`config.mk`:
```
export PLATFORM = sky130hd
export DESIGN_NAME = gate_sweep_ctrl
export DESIGN_NICKNAME = d
export VERILOG_FILES = /design/src/rtl/gate_sweep_pkg.sv /design/src/rtl/gate_sweep_ctrl_settle_timer.sv /design/src/rtl/gate_sweep_ctrl.sv
export SDC_FILE = /design/constraint.sdc
export NUM_CORES = 1
export LEC_CHECK = 0
export BUFFER_PORTS_ARGS = -buffer_cell sky130_fd_sc_hd__buf_4
export CAP_MARGIN = 5
export CORE_MARGIN = 10
export CORE_UTILIZATION = 24
export CTS_CLUSTER_DIAMETER = 60
export DETAILED_ROUTE_END_ITERATION = 16
export HOLD_SLACK_MARGIN = 0.06
export PLACE_DENSITY_LB_ADDON = 0.15
export SLEW_MARGIN = 20
export SYNTH_ARGS = -nofsm -noshare
export SYNTH_HDL_FRONTEND = slang
export SYNTH_SLANG_ARGS = --single-unit
```
`constraint.sdc`:
```
create_clock -name clk -period 4.6 [get_ports clk]
set_input_delay 0.92 -clock clk [delete_from_list [all_inputs] [get_ports clk]]
set_output_delay 0.92 -clock clk [all_outputs]
set_load 0.005 [all_outputs]
```
`src/rtl/gate_sweep_pkg.sv`:
```
// -----------------------------------------------------------------------------
// gate_sweep_pkg
//   Shared types and constants for the 2-input gate sweep sequencer:
//   the FSM state enum, the number of input combinations, and the index width.
//   Optional feature macro used by the files that import this package:
//     GATE_SWEEP_ERRCNT_EN  adds the saturating failing-sweep counter.
// -----------------------------------------------------------------------------
package gate_sweep_pkg;

   typedef enum logic [1:0] {
      IDLE   = 2'd0,
      DRIVE  = 2'd1,
      SAMPLE = 2'd2,
      FINISH = 2'd3
   } sweep_state_e;

   localparam int NUM_COMBOS = 4;
   localparam int IDX_W      = 2;

   // Index of the last combination; the sweep ends here instead of wrapping.
   localparam logic [IDX_W-1:0] LAST_IDX = IDX_W'(NUM_COMBOS - 1);

endpackage

```
`src/rtl/gate_sweep_ctrl_settle_timer.sv`:
```
// -----------------------------------------------------------------------------
// settle_timer
//   Counts the cycles a gate input combination has been driven. The count is
//   held at zero while 'clear' is high and advances while 'enable' is high,
//   stopping at SETTLE_CYCLES-1. 'expired' is high on the last settle cycle,
//   so the owner sees exactly SETTLE_CYCLES enabled cycles per combination.
// Ports:
//   clk      in   system clock
//   rst      in   synchronous active-high reset
//   clear    in   force count to zero
//   enable   in   advance count
//   expired  out  current cycle is the final settle cycle
// -----------------------------------------------------------------------------
module settle_timer #(
   parameter int SETTLE_CYCLES = 2
) (
   input  logic clk,
   input  logic rst,
   input  logic clear,
   input  logic enable,
   output logic expired
);

   // At least one bit even when SETTLE_CYCLES==1 (count then sits at 0).
   localparam int CNT_W = (SETTLE_CYCLES > 1) ? $clog2(SETTLE_CYCLES) : 1;
   localparam logic [CNT_W-1:0] LAST_CNT = CNT_W'(SETTLE_CYCLES - 1);

   logic [CNT_W-1:0] cnt_q, cnt_d;

   assign expired = (cnt_q == LAST_CNT);

   always_comb begin
      cnt_d = cnt_q;
      if (clear) begin
         cnt_d = '0;
      end else if (enable && !expired) begin
         cnt_d = cnt_q + 1'b1;
      end
   end

   always_ff @(posedge clk) begin
      if (rst) begin
         cnt_q <= '0;
      end else begin
         cnt_q <= cnt_d;
      end
   end

endmodule

```
`src/rtl/gate_sweep_ctrl.sv`:
```
// -----------------------------------------------------------------------------
// gate_sweep_ctrl
//   Drives {A,B} = 00,01,10,11 into one 2-input gate, lets each combination
//   settle for SETTLE_CYCLES cycles, samples Y, and compares the captured
//   truth table against the expected table latched when the sweep started.
//   Optional macro: GATE_SWEEP_ERRCNT_EN adds parameter ERR_W and the
//   saturating err_count output (failing sweeps since reset).
// Ports:
//   clk, rst      clock, synchronous active-high reset
//   start         sweep request, accepted only in IDLE
//   expected_tt   expected Y, bit i = Y for A=i[1], B=i[0]
//   gate_a/gate_b gate inputs (0 outside the sweep)
//   gate_y        gate output
//   busy          high in DRIVE, SAMPLE, FINISH
//   done          one-cycle pulse in FINISH
//   pass          result_tt == expected, valid from done until next start
//   result_tt     captured Y per combination
//   mismatch      result_tt ^ expected, held like pass
//   err_count     failing sweeps, saturating (macro only)
// -----------------------------------------------------------------------------
module gate_sweep_ctrl
   import gate_sweep_pkg::*;
#(
   parameter int SETTLE_CYCLES = 2
`ifdef GATE_SWEEP_ERRCNT_EN
   ,
   parameter int ERR_W = 8
`endif
) (
   input  logic                  clk,
   input  logic                  rst,
   input  logic                  start,
   input  logic [NUM_COMBOS-1:0] expected_tt,
   output logic                  gate_a,
   output logic                  gate_b,
   input  logic                  gate_y,
   output logic                  busy,
   output logic                  done,
   output logic                  pass,
   output logic [NUM_COMBOS-1:0] result_tt,
   output logic [NUM_COMBOS-1:0] mismatch
`ifdef GATE_SWEEP_ERRCNT_EN
   ,
   output logic [ERR_W-1:0]      err_count
`endif
);

   sweep_state_e          state_q, state_d;
   logic [IDX_W-1:0]      idx_q, idx_d;
   logic [NUM_COMBOS-1:0] exp_q, exp_d;
   logic [NUM_COMBOS-1:0] result_q, result_d;
   logic [NUM_COMBOS-1:0] mismatch_q, mismatch_d;
   logic                  pass_q, pass_d;
   logic                  settle_expired;
   logic                  driving;

   settle_timer #(
      .SETTLE_CYCLES (SETTLE_CYCLES)
   ) u_settle_timer (
      .clk     (clk),
      .rst     (rst),
      .clear   (state_q != DRIVE),
      .enable  (state_q == DRIVE),
      .expired (settle_expired)
   );

   assign driving   = (state_q == DRIVE) || (state_q == SAMPLE);
   assign gate_a    = driving & idx_q[1];
   assign gate_b    = driving & idx_q[0];
   assign busy      = (state_q != IDLE);
   assign done      = (state_q == FINISH);
   assign pass      = pass_q;
   assign result_tt = result_q;
   assign mismatch  = mismatch_q;

   always_comb begin
      state_d    = state_q;
      idx_d      = idx_q;
      exp_d      = exp_q;
      result_d   = result_q;
      pass_d     = pass_q;
      mismatch_d = mismatch_q;
      case (state_q)
         IDLE: begin
            if (start) begin
               exp_d      = expected_tt;
               idx_d      = '0;
               result_d   = '0;
               pass_d     = 1'b0;
               mismatch_d = '0;
               state_d    = DRIVE;
            end
         end
         DRIVE: begin
            if (settle_expired) begin
               state_d = SAMPLE;
            end
         end
         SAMPLE: begin
            result_d[idx_q] = gate_y;
            if (idx_q == LAST_IDX) begin
               // Compare against the table including the bit captured now,
               // so pass/mismatch are already valid while done is high.
               pass_d     = (result_d == exp_q);
               mismatch_d = result_d ^ exp_q;
               state_d    = FINISH;
            end else begin
               idx_d   = idx_q + 1'b1;
               state_d = DRIVE;
            end
         end
         FINISH: begin
            idx_d   = '0;
            state_d = IDLE;
         end
         default: begin
            state_d = IDLE;
         end
      endcase
   end

   always_ff @(posedge clk) begin
      if (rst) begin
         state_q    <= IDLE;
         idx_q      <= '0;
         exp_q      <= '0;
         result_q   <= '0;
         pass_q     <= 1'b0;
         mismatch_q <= '0;
      end else begin
         state_q    <= state_d;
         idx_q      <= idx_d;
         exp_q      <= exp_d;
         result_q   <= result_d;
         pass_q     <= pass_d;
         mismatch_q <= mismatch_d;
      end
   end

`ifdef GATE_SWEEP_ERRCNT_EN
   logic [ERR_W-1:0] err_q, err_d;

   always_comb begin
      err_d = err_q;
      if ((state_q == FINISH) && !pass_q && (err_q != '1)) begin
         err_d = err_q + 1'b1;
      end
   end

   always_ff @(posedge clk) begin
      if (rst) begin
         err_q <= '0;
      end else begin
         err_q <= err_d;
      end
   end

   assign err_count = err_q;
`endif

endmodule

```
==> impl_metrics.json, run 1 <==
{
  "clkSlewWorstSetupHoldPaths_ps": 70,
  "drive_above_1_share_pct": 20.3,
  "p_clk_share_pct": 25.1,
  "numCtsBuffers": 3,
  "max_slew.worst_pin.slew_ps": 386,
  "switching_power_mw": 0.188,
  "synth_area_per_cell_um2": 8.93,
  "fin_nets": 147,
  "clockBufferDepth": 2,
  "combinationalPowerShare_pct": 37.7,
  "min_period_over_period_pct": 50.5,
  "worstSkewPairLatency_ps": 250,
  "hold_depth": 2,
  "rsz0062_at_grt": "no",
  "synth.yosys.seq_area_share_pct": 37.0,
  "synth_area_leaders": "dfxtp_1 37%, ha_1 13%, mux2i_1 5.1%",
  "postCtsSetupBuffers": 0,
  "synth_commonest_cells": "18 x dfxtp_1, 11 x nor2_1, 10 x ha_1",
  "power_density_nw_per_um2": 432,
  "multi_input_area_um2": 552,
  "slowest_delay_ps": 430,
  "gp_congestion": 0.756,
  "worstHoldStart": "exp_q[3]",
  "worstReg2RegEnd": "mismatch[2]",
  "die-area_um2": 7000,
  "ios": 21,
  "num_vias": 795,
  "cts_root_buf": "clkbuf_8",
  "synthesis.area_um2": 973,
  "cp_max_fo": 6,
  "dieHeight_um": 83.7,
  "coreArea_um2": 3970,
  "whs_endpoint": "exp_q[3]",
  "slew_headroom_pct": 73.5,
  "postSynthCellCount": 109,
  "synth.top_cell.area_share_pct": 37.0,
  "maxCapViolations": 0,
  "rows": 23,
  "cts_tree": "yes",
  "fin_skew_ps": 5.75,
  "grt_pass1_vias": 842,
  "fillers": 433,
  "worst-setup-path-type": "reg2out",
  "power_frac_seq_pct": 37.2,
  "r2r_cells": 6,
  "ys_warn_count": 0,
  "crit_path_end_kind": "output port",
  "p_leak_nw": 0.497,
  "start_kind": "flip-flop",
  "grt_overflow_total": 0,
  "pre_cts_slack_ps": 2560,
  "synth.distinct_cells": 27,
  "area_growth_pct": 23.9,
  "gr-usage-met2_pct": 10.7,
  "drt_iter0_markers": 15,
  "wl_um": 2310,
  "synth_edf_count": 0,
  "htreeDepth": 1,
  "r2r_slack_ps": 2760,
  "hp-class": "reg2reg",
  "ys.flop_type": "dfxtp_1",
  "regArea_um2": 360,
  "worst_slack_ps": 2280,
  "die_w_um": 83.7,
  "required_ps": 3680,
  "critPathArrivalTime_ps": 1400,
  "vdd_drop_max_uv": 121,
  "post_cts_resized": 0,
  "crit_path_cell_trace": "inv_1 -> ha_1 -> and2_1 -> buf_4",
  "max_freq_mhz": 431,
  "io_buffers": 20,
  "period_needed_ps": 2320,
  "hpwl_um": 1790,
  "grt_max_degree": 20,
  "p_sw_share_pct": 36.0,
  "slew_viol_final": 0,
  "setup_viol": 0,
  "cts_hold_buf": 0,
  "r2r_start": "state_q[0]",
  "ys_ff_latch": 18,
  "grt_use_total_pct": 6.98,
  "status": "finished, final reports clean",
  "antenna_cells": 0,
  "finalSetupTns_ps": 0,
  "clkSinkCount": 18,
  "top_usage_layer": "met2",
  "viasPerCell": 4.47,
  "use_met3_pct": 2.15,
  "synth_area_leader_cell": "dfxtp_1",
  "antenna_found_initial": 0,
  "hold_viol_final": 0,
  "grt_pass1_wl_um": 4060,
  "power.internal_mw": 0.333,
  "syn_nets": 127,
  "grtUsageMet1_pct": 8.53,
  "initial_core_util_pct": 24.5,
  "drc": 0,
  "synth-async-reset-ratio_pct": 0,
  "critical_path.slowest_cell": "dfxtp_1",
  "wl_per_cell_um": 13.0,
  "drt.antenna.violating_nets": 0,
  "drtPass1Iterations": 3,
  "post-synth-top-count-cell": "dfxtp_1"
}
[through the flow]
stage | hold WS, ps | utilization, % | total power, mW | std cells | cell area, µm²
after floorplan | 449 | - | 0.354 | 109 | 973
after global placement | 465 | 29.0 | 0.394 | 174 | 1150
after detailed placement | 466 | 29.0 | 0.395 | 174 | 1150
after CTS | 477 | 30.4 | 0.529 | 178 | 1210
after global routing | 504 | 30.4 | 0.567 | 178 | 1210
final | 476 | 30.4 | 0.521 | 178 | 1210
[metal layers]
| metal | wire, µm | vias up |
|---|---|---|
| met5 | 0 | - |
| met4 | 16 | 0 |
| met3 | 87 | 2 |
| met2 | 1060 | 13 |
| met1 | 1150 | 366 |
| li1 | - | 414 |
[power by group through the flow]
stage	Combinational, mW	Clock [mW]	Sequential, mW
global placement	0.199	0	0.196
detailed placement	0.197	0	0.198
floorplan	0.161	0	0.193
finish	0.197	0.131	0.194
global route	0.225	0.144	0.198
CTS	0.199	0.136	0.194
[worst max path at each step]
stage | start | end | cells after the start | slack [ps]
2_1_floorplan | state_q[0] | gate_a | 3 | 2760
3_3_place_gp | state_q[0] | gate_b | 4 | 2610
3_5_place_dp | state_q[0] | gate_a | 4 | 2560
4_1_cts | state_q[0] | gate_a | 4 | 2260
5_1_grt | state_q[0] | gate_a | 4 | 2190
6_report | state_q[0] | gate_a | 4 | 2280
[placed cells by master (no fill, tap or decap)]
master / Yosys / final
o21ai_0: 3 / 3
nor2_1: 11 / 11
nand3_1: 7 / 7
buf_4: 0 / 20
a311oi_1: 1 / 1
a21oi_2: 1 / 1
a32o_1: 1 / 1
a21oi_1: 9 / 9
nor4_1: 2 / 2
a22oi_1: 4 / 4
and2_1: 2 / 2
nor2b_1: 2 / 2
a32oi_1: 2 / 2
nand2_1: 6 / 6
xnor2_1: 4 / 4
nand2b_1: 2 / 2
clkbuf_8: 0 / 4
ha_1: 10 / 10
or3b_1: 1 / 1
dfxtp_1: 18 / 18
nor2b_4: 1 / 1
a211oi_1: 1 / 1
inv_1: 7 / 7
nor3_1: 1 / 1
mux2i_1: 5 / 5
nor3b_1: 3 / 3
[registers in the layout, summed over array words and instances, names as in the netlist]
signal / cells
exp_q: 4
idx_q: 2
mismatch: 4
pass: 1
result_tt: 4
state_q: 2
u_settle_timer.expired: 1
[area by class of cell]
type                            count  share of cell area, %
Inverter                            7                   2.18
Timing Repair Buffer               20                   12.4
Multi-Input combinational cell     79                   45.7
Clock buffer                        4                   4.56
Tap cell                           50                   5.19
Sequential cell                    18                   29.9
[logic make-up (layout without fill, tap and decap cells)]
group | after synthesis | count (layout) | synth area share [%]
compound gates | 22 | 22 | 14.7
xor+xnor | 4 | 4 | 3.60
fa+ha+maj | 10 | 10 | 12.9
buf+inv | 12 | 31 | 6.30
flops | 18 | 18 | 37.0
mux | 5 | 5 | 5.14
simple gates | 38 | 38 | 20.4
[critical path, delay by kind of cell (launching register included)]
| family | cells | cell delay [ps] |
|---|---|---|
| simple gates | 1 | 160 |
| flops | 1 | 430 |
| buf+inv | 2 | 240 |
| fa+ha+maj | 1 | 310 |
(Power assumes the default switching activity.)
==> inputs of run 2 (changes only) <==
==> constraint.sdc (replaced) <==
create_clock -name clk -period 1.95 [get_ports clk]
set_input_delay 0.39 -clock clk [delete_from_list [all_inputs] [get_ports clk]]
set_output_delay 0.39 -clock clk [all_outputs]
set_load 0.005 [all_outputs]
==> run 2 against run 1 <==
- count of clock-buffer cells in the layout stayed put
- sequential share of layout area is 0.062 points lower
- critical path depth is the same
- critical endpoint unchanged
- non-clock buffer count did not move
- sequential power grew 140%
- clock skew is essentially flat
- worst hold slack worse by 77 ps
- flip-flop and latch count is the same
- utilization is 0.063 points higher
- global-route usage grew 0.085 points
- via count up 3.3%
==> impl_metrics.json, run 2 (synthesis results as in run 1) <==
{
  "status": "finished, final reports clean",
  "drt_iter0_markers": 38,
  "num_vias": 821,
  "hpwl_um": 1940,
  "period_needed_ps": 1800,
  "p_leak_nw": 0.496,
  "slew_viol_final": 0,
  "antenna_found_initial": 0,
  "power_density_nw_per_um2": 1030,
  "max_freq_mhz": 556,
  "fin_nets": 147,
  "combinationalPowerShare_pct": 38.4,
  "power.internal_mw": 0.797,
  "p_sw_share_pct": 35.8,
  "final_cell_count_no_fill": 178,
  "ios": 21,
  "io_buffers": 20,
  "slew_headroom_pct": 75.8,
  "dp.cells": 174,
  "gp_congestion": 0.804,
  "clkSlewWorstSetupHoldPaths_ps": 70,
  "hold_depth": 3,
  "postCtsSetupBuffers": 0,
  "critPathArrivalTime_ps": 1410,
  "cts_hold_buf": 0,
  "r2r_cells": 6,
  "clockBufferDepth": 2,
  "crit_path_end_kind": "output port",
  "worst-setup-path-type": "reg2out",
  "mostFrequentLayoutCell": "buf_4",
  "finalSetupTns_ps": 0,
  "drive_above_1_share_pct": 21.1,
  "hp-class": "in2reg",
  "crit_path_cell_trace": "inv_1 -> ha_2 -> and2_1 -> buf_4",
  "setup_viol": 0,
  "path_delay_family": "flip-flops",
  "area_growth_pct": 24.2,
  "final_cell_mix": "20 x buf_4, 18 x dfxtp_1, 11 x nor2_1, 9 x a21oi_1, 9 x ha_1",
  "die-area_um2": 7000,
  "die_w_um": 83.7,
  "fin_hold_ws_ps": 399,
  "grt_pass1_vias": 865,
  "hold_viol_final": 0,
  "drtPass1Iterations": 4,
  "fillers": 450,
  "grt_max_degree": 20,
  "cp.buffers_inverters": 2,
  "power.total_mw": 1.24,
  "max_slew.worst_pin.slew_ps": 363,
  "worst-path-stages": 4,
  "vdd_drop_max_uv": 321,
  "dieHeight_um": 83.7,
  "wl_per_cell_um": 13.9,
  "switching_power_mw": 0.445,
  "rows": 23,
  "drc": 0,
  "min_period_over_period_pct": 92.2,
  "coreArea_um2": 3970,
  "drt.antenna.violating_nets": 0,
  "wl_um": 2480,
  "initial_core_util_pct": 24.5,
  "maxCapViolations": 0,
  "start_kind": "flip-flop",
  "slowest_delay_ps": 440,
  "worstSkewPairLatency_ps": 250,
  "clkSinkCount": 18,
  "numCtsBuffers": 3,
  "cts_root_buf": "clkbuf_8",
  "fin_skew_ps": 5.61,
  "r2r_slack_ps": 220,
  "antenna_cells": 0,
  "power_frac_seq_pct": 36.9,
  "cp_max_fo": 6,
  "required_ps": 1560,
  "grt_use_total_pct": 7.07,
  "critical_path.slowest_cell": "dfxtp_1",
  "p_clk_share_pct": 24.6,
  "grt_pass1_wl_um": 4120,
  "viasPerCell": 4.61,
  "fin_util_pct": 30.4,
  "grt_overflow_total": 0,
  "cts_tree": "yes",
  "rsz0062_at_grt": "no",
  "htreeDepth": 1
}
## run 2: cell counts in the layout (fill, tap and decap cells not counted)
No cell type changed its count.
## run 2: final timing paths
kind | endpoint | startpoint
max | gate_a | state_q[0]
min | exp_q[2] | expected_tt[2]
max reg2reg | mismatch[0] | state_q[0]
min reg2reg | exp_q[3] | exp_q[3]
## run 2: repair_timing
| action | 4_1_cts | 5_1_grt |
|---|---|---|
| resized for setup | 0 | 1 |
| setup endpoints to repair | 0 | 4 |
| hold endpoints to repair | 0 | 0 |
## run 2: through the flow
| step | setup WS, ps | instance area (µm²) |
|---|---|---|
| after global routing | 46.3 | 1210 |
| final | 152 | 1210 |
| after global placement | 257 | 1150 |
| after CTS | 97.4 | 1210 |
| after detailed placement | 195 | 1150 |
| after floorplan | 235 | 973 |
## run 2: power by group through the flow
stage	combinational [mW]	sequential, mW	clock, mW
floorplan	0.380	0.455	0
global placement	0.463	0.463	0
detailed placement	0.474	0.467	0
CTS	0.478	0.459	0.321
global route	0.545	0.464	0.332
finish	0.477	0.459	0.306
## run 2: final cells by class
type,count,area (µm²),share of cell area [%]
Clock buffer,4,55.1,4.55
Inverter,7,26.3,2.17
Multi-Input combinational cell,79,554,45.9
Sequential cell,18,360,29.8
Tap cell,50,62.6,5.18
Timing Repair Buffer,20,150,12.4
## run 2: per-layer routing
layer / track usage, % / part of all wire (%) / vias to the layer above
met2: 11.8 / 47 / 13
li1: - / - / 416
met4: 3.20 / 0.40 / 0
met3: 2.15 / 3.5 / 2
met1: 8.04 / 49 / 390
met5: 0 / 0 / -
## run 2: tightest hold or removal path, delay by kind of cell
family	cells	cell delay [ps]
compound gates	1	50
buf+inv	1	110
simple gates	1	50
==> inputs of run 3 (changes only) <==
--- a/config.mk
+++ b/config.mk
@@ -7,12 +7,14 @@
 export LEC_CHECK = 0
 export BUFFER_PORTS_ARGS = -buffer_cell sky130_fd_sc_hd__buf_4
 export CAP_MARGIN = 5
+export CORE_ASPECT_RATIO = 0.5
 export CORE_MARGIN = 10
 export CORE_UTILIZATION = 24
 export CTS_CLUSTER_DIAMETER = 60
 export DETAILED_ROUTE_END_ITERATION = 16
 export HOLD_SLACK_MARGIN = 0.06
 export PLACE_DENSITY_LB_ADDON = 0.15
+export SETUP_SLACK_MARGIN = 0.5
 export SLEW_MARGIN = 20
 export SYNTH_ARGS = -nofsm -noshare
 export SYNTH_HDL_FRONTEND = slang
==> run 3 against run 2 <==
- total power is 19% higher
- worst hold slack worse by 3.3 ps
- global-route usage is 0.38 points higher
- die area is 2.2% higher
- design area is 17% higher
==> impl_metrics.json, run 3 (synthesis results as in run 1) <==
{
  "drive_above_1_share_pct": 44.9,
  "grt_use_total_pct": 7.45,
  "fin_skew_ps": 2.57,
  "antenna_cells": 0,
  "num_vias": 833,
  "r2r_cells": 6,
  "initial_core_util_pct": 24.9,
  "worstReg2RegEnd": "pass",
  "r2r_start": "idx_q[0]",
  "hold_viol_final": 0,
  "drt.antenna.violating_nets": 0,
  "critPathArrivalTime_ps": 1160,
  "p_leak_nw": 0.549,
  "cp_max_fo": 3,
  "final_cell_count_no_fill": 190,
  "mostFrequentLayoutCell": "buf_4",
  "numCtsBuffers": 3,
  "finalSetupTns_ps": 0,
  "die_w_um": 110,
  "coreArea_um2": 3900,
  "pre_cts_slack_ps": 359,
  "fillers": 417,
  "max_slew.worst_pin.slew_ps": 323,
  "fin_hold_ws_ps": 395,
  "grt_overflow_total": 0,
  "critical_path.slowest_cell": "dfxtp_4",
  "clkSlewWorstSetupHoldPaths_ps": 70,
  "grt_pass1_wl_um": 4210,
  "crit_path_end_kind": "output port",
  "wl_um": 2540,
  "vdd_drop_max_uv": 360,
  "drtPass1Iterations": 4,
  "worst-path-stages": 4,
  "antenna_found_initial": 0,
  "hpwl_um": 1880,
  "crit_path_cell_trace": "inv_4 -> ha_4 -> and2_4 -> buf_6",
  "grt_max_degree": 20,
  "status": "finished, final reports clean",
  "clockBufferDepth": 2,
  "drt_iter0_markers": 34,
  "max_freq_mhz": 647,
  "final_cell_mix": "25 x buf_4, 14 x dfxtp_1, 11 x nor2_1, 9 x a21oi_1, 7 x nand3_1",
  "cp.buffers_inverters": 2,
  "grt_pass1_vias": 849,
  "worstSkewPairLatency_ps": 260,
  "cts_tree": "yes",
  "maxCapViolations": 0,
  "ios": 21,
  "dieHeight_um": 65.0,
  "r2r_slack_ps": 480,
  "required_ps": 1560,
  "drc": 0,
  "start_kind": "flip-flop",
  "slew_headroom_pct": 78.4,
  "viasPerCell": 4.38,
  "clkSinkCount": 18,
  "regArea_um2": 375,
  "period_needed_ps": 1550,
  "rows": 16,
  "crit_end": "gate_a",
  "min_period_over_period_pct": 79.3,
  "slowest_delay_ps": 360,
  "gp_congestion": 0.762,
  "wl_per_cell_um": 13.4,
  "path_delay_family": "flip-flops",
  "critPathLaunch": "state_q[0]",
  "fin_nets": 155,
  "htreeDepth": 1,
  "dp.cells": 178,
  "slew_viol_final": 0,
  "die-area_um2": 7160,
  "multi_input_area_um2": 679,
  "rsz0062_at_grt": "yes",
  "worst_slack_ps": 403,
  "io_buffers": 20,
  "power_density_nw_per_um2": 1050,
  "area_growth_pct": 45.8,
  "cts_root_buf": "clkbuf_8",
  "hp-class": "in2reg",
  "cts_hold_buf": 0,
  "setup_viol": 0,
  "worst-setup-path-type": "reg2out"
}
[run 3: cell count changes in the layout (fill, tap and decap cells not counted), sizes merged]
cell,previous run,this run
buf,20,27
nor2b,3,4
[run 3: power by group]
part | internal (mW) | switching [mW]
Combinational | 0.357 | 0.347
Clock | 0.180 | 0.132
Sequential | 0.423 | 0.0448
[run 3: repair_timing]
item / CTS / global route
cloned: 0 / 1
setup endpoints to repair: 15 / 16
pin swaps: 3 / 5
buffers inserted: 4 / 3
gates resized for setup: 24 / 10
[run 3: per-layer routing]
metal	routed length (µm)	track usage [%]	up-vias
li1	-	-	432
met1	1200	9.42	380
met2	1130	10.9	17
met3	167	3.16	4
met4	40	2.90	0
met5	0	0	-
[run 3: layout make-up]
type | instances | area share, %
multi-input cells | 80 | 47.9
well taps | 54 | 4.76
clock buffers | 4 | 3.88
repair buffers | 27 | 14.8
flip-flops and latches | 18 | 26.5
inverters | 7 | 2.20
[run 3: how the worst min path moves through the flow]
stage / slack, ps / start / to / cells after the start
5_1_grt: 390 / expected_tt[3] / exp_q[3] / 3
3_5_place_dp: 470 / exp_q[3] / exp_q[3] / 2
4_1_cts: 390 / expected_tt[2] / exp_q[2] / 3
3_3_place_gp: 460 / exp_q[3] / exp_q[3] / 2
2_1_floorplan: 450 / exp_q[0] / exp_q[0] / 2
6_report: 400 / expected_tt[3] / exp_q[3] / 3
[run 3: worst register-to-register path, cell delays in order, from the launching register on]
cell     delay [ps]
dfxtp_4         410
inv_2            80
ha_4            170
mux2i_2         150
xnor2_1         260
nor4_1           80
a32o_1          210
[run 3: per-stage QoR]
| step | instance area [µm²] | util, % | total power, mW |
|---|---|---|---|
| after CTS | 1350 | 34.5 | 1.38 |
| after global placement | 1180 | 30.1 | 0.985 |
| final | 1420 | 36.3 | 1.48 |
| after floorplan | 993 | - | 0.868 |
| after global routing | 1420 | 36.3 | 1.61 |
| after detailed placement | 1180 | 30.1 | 0.983 |
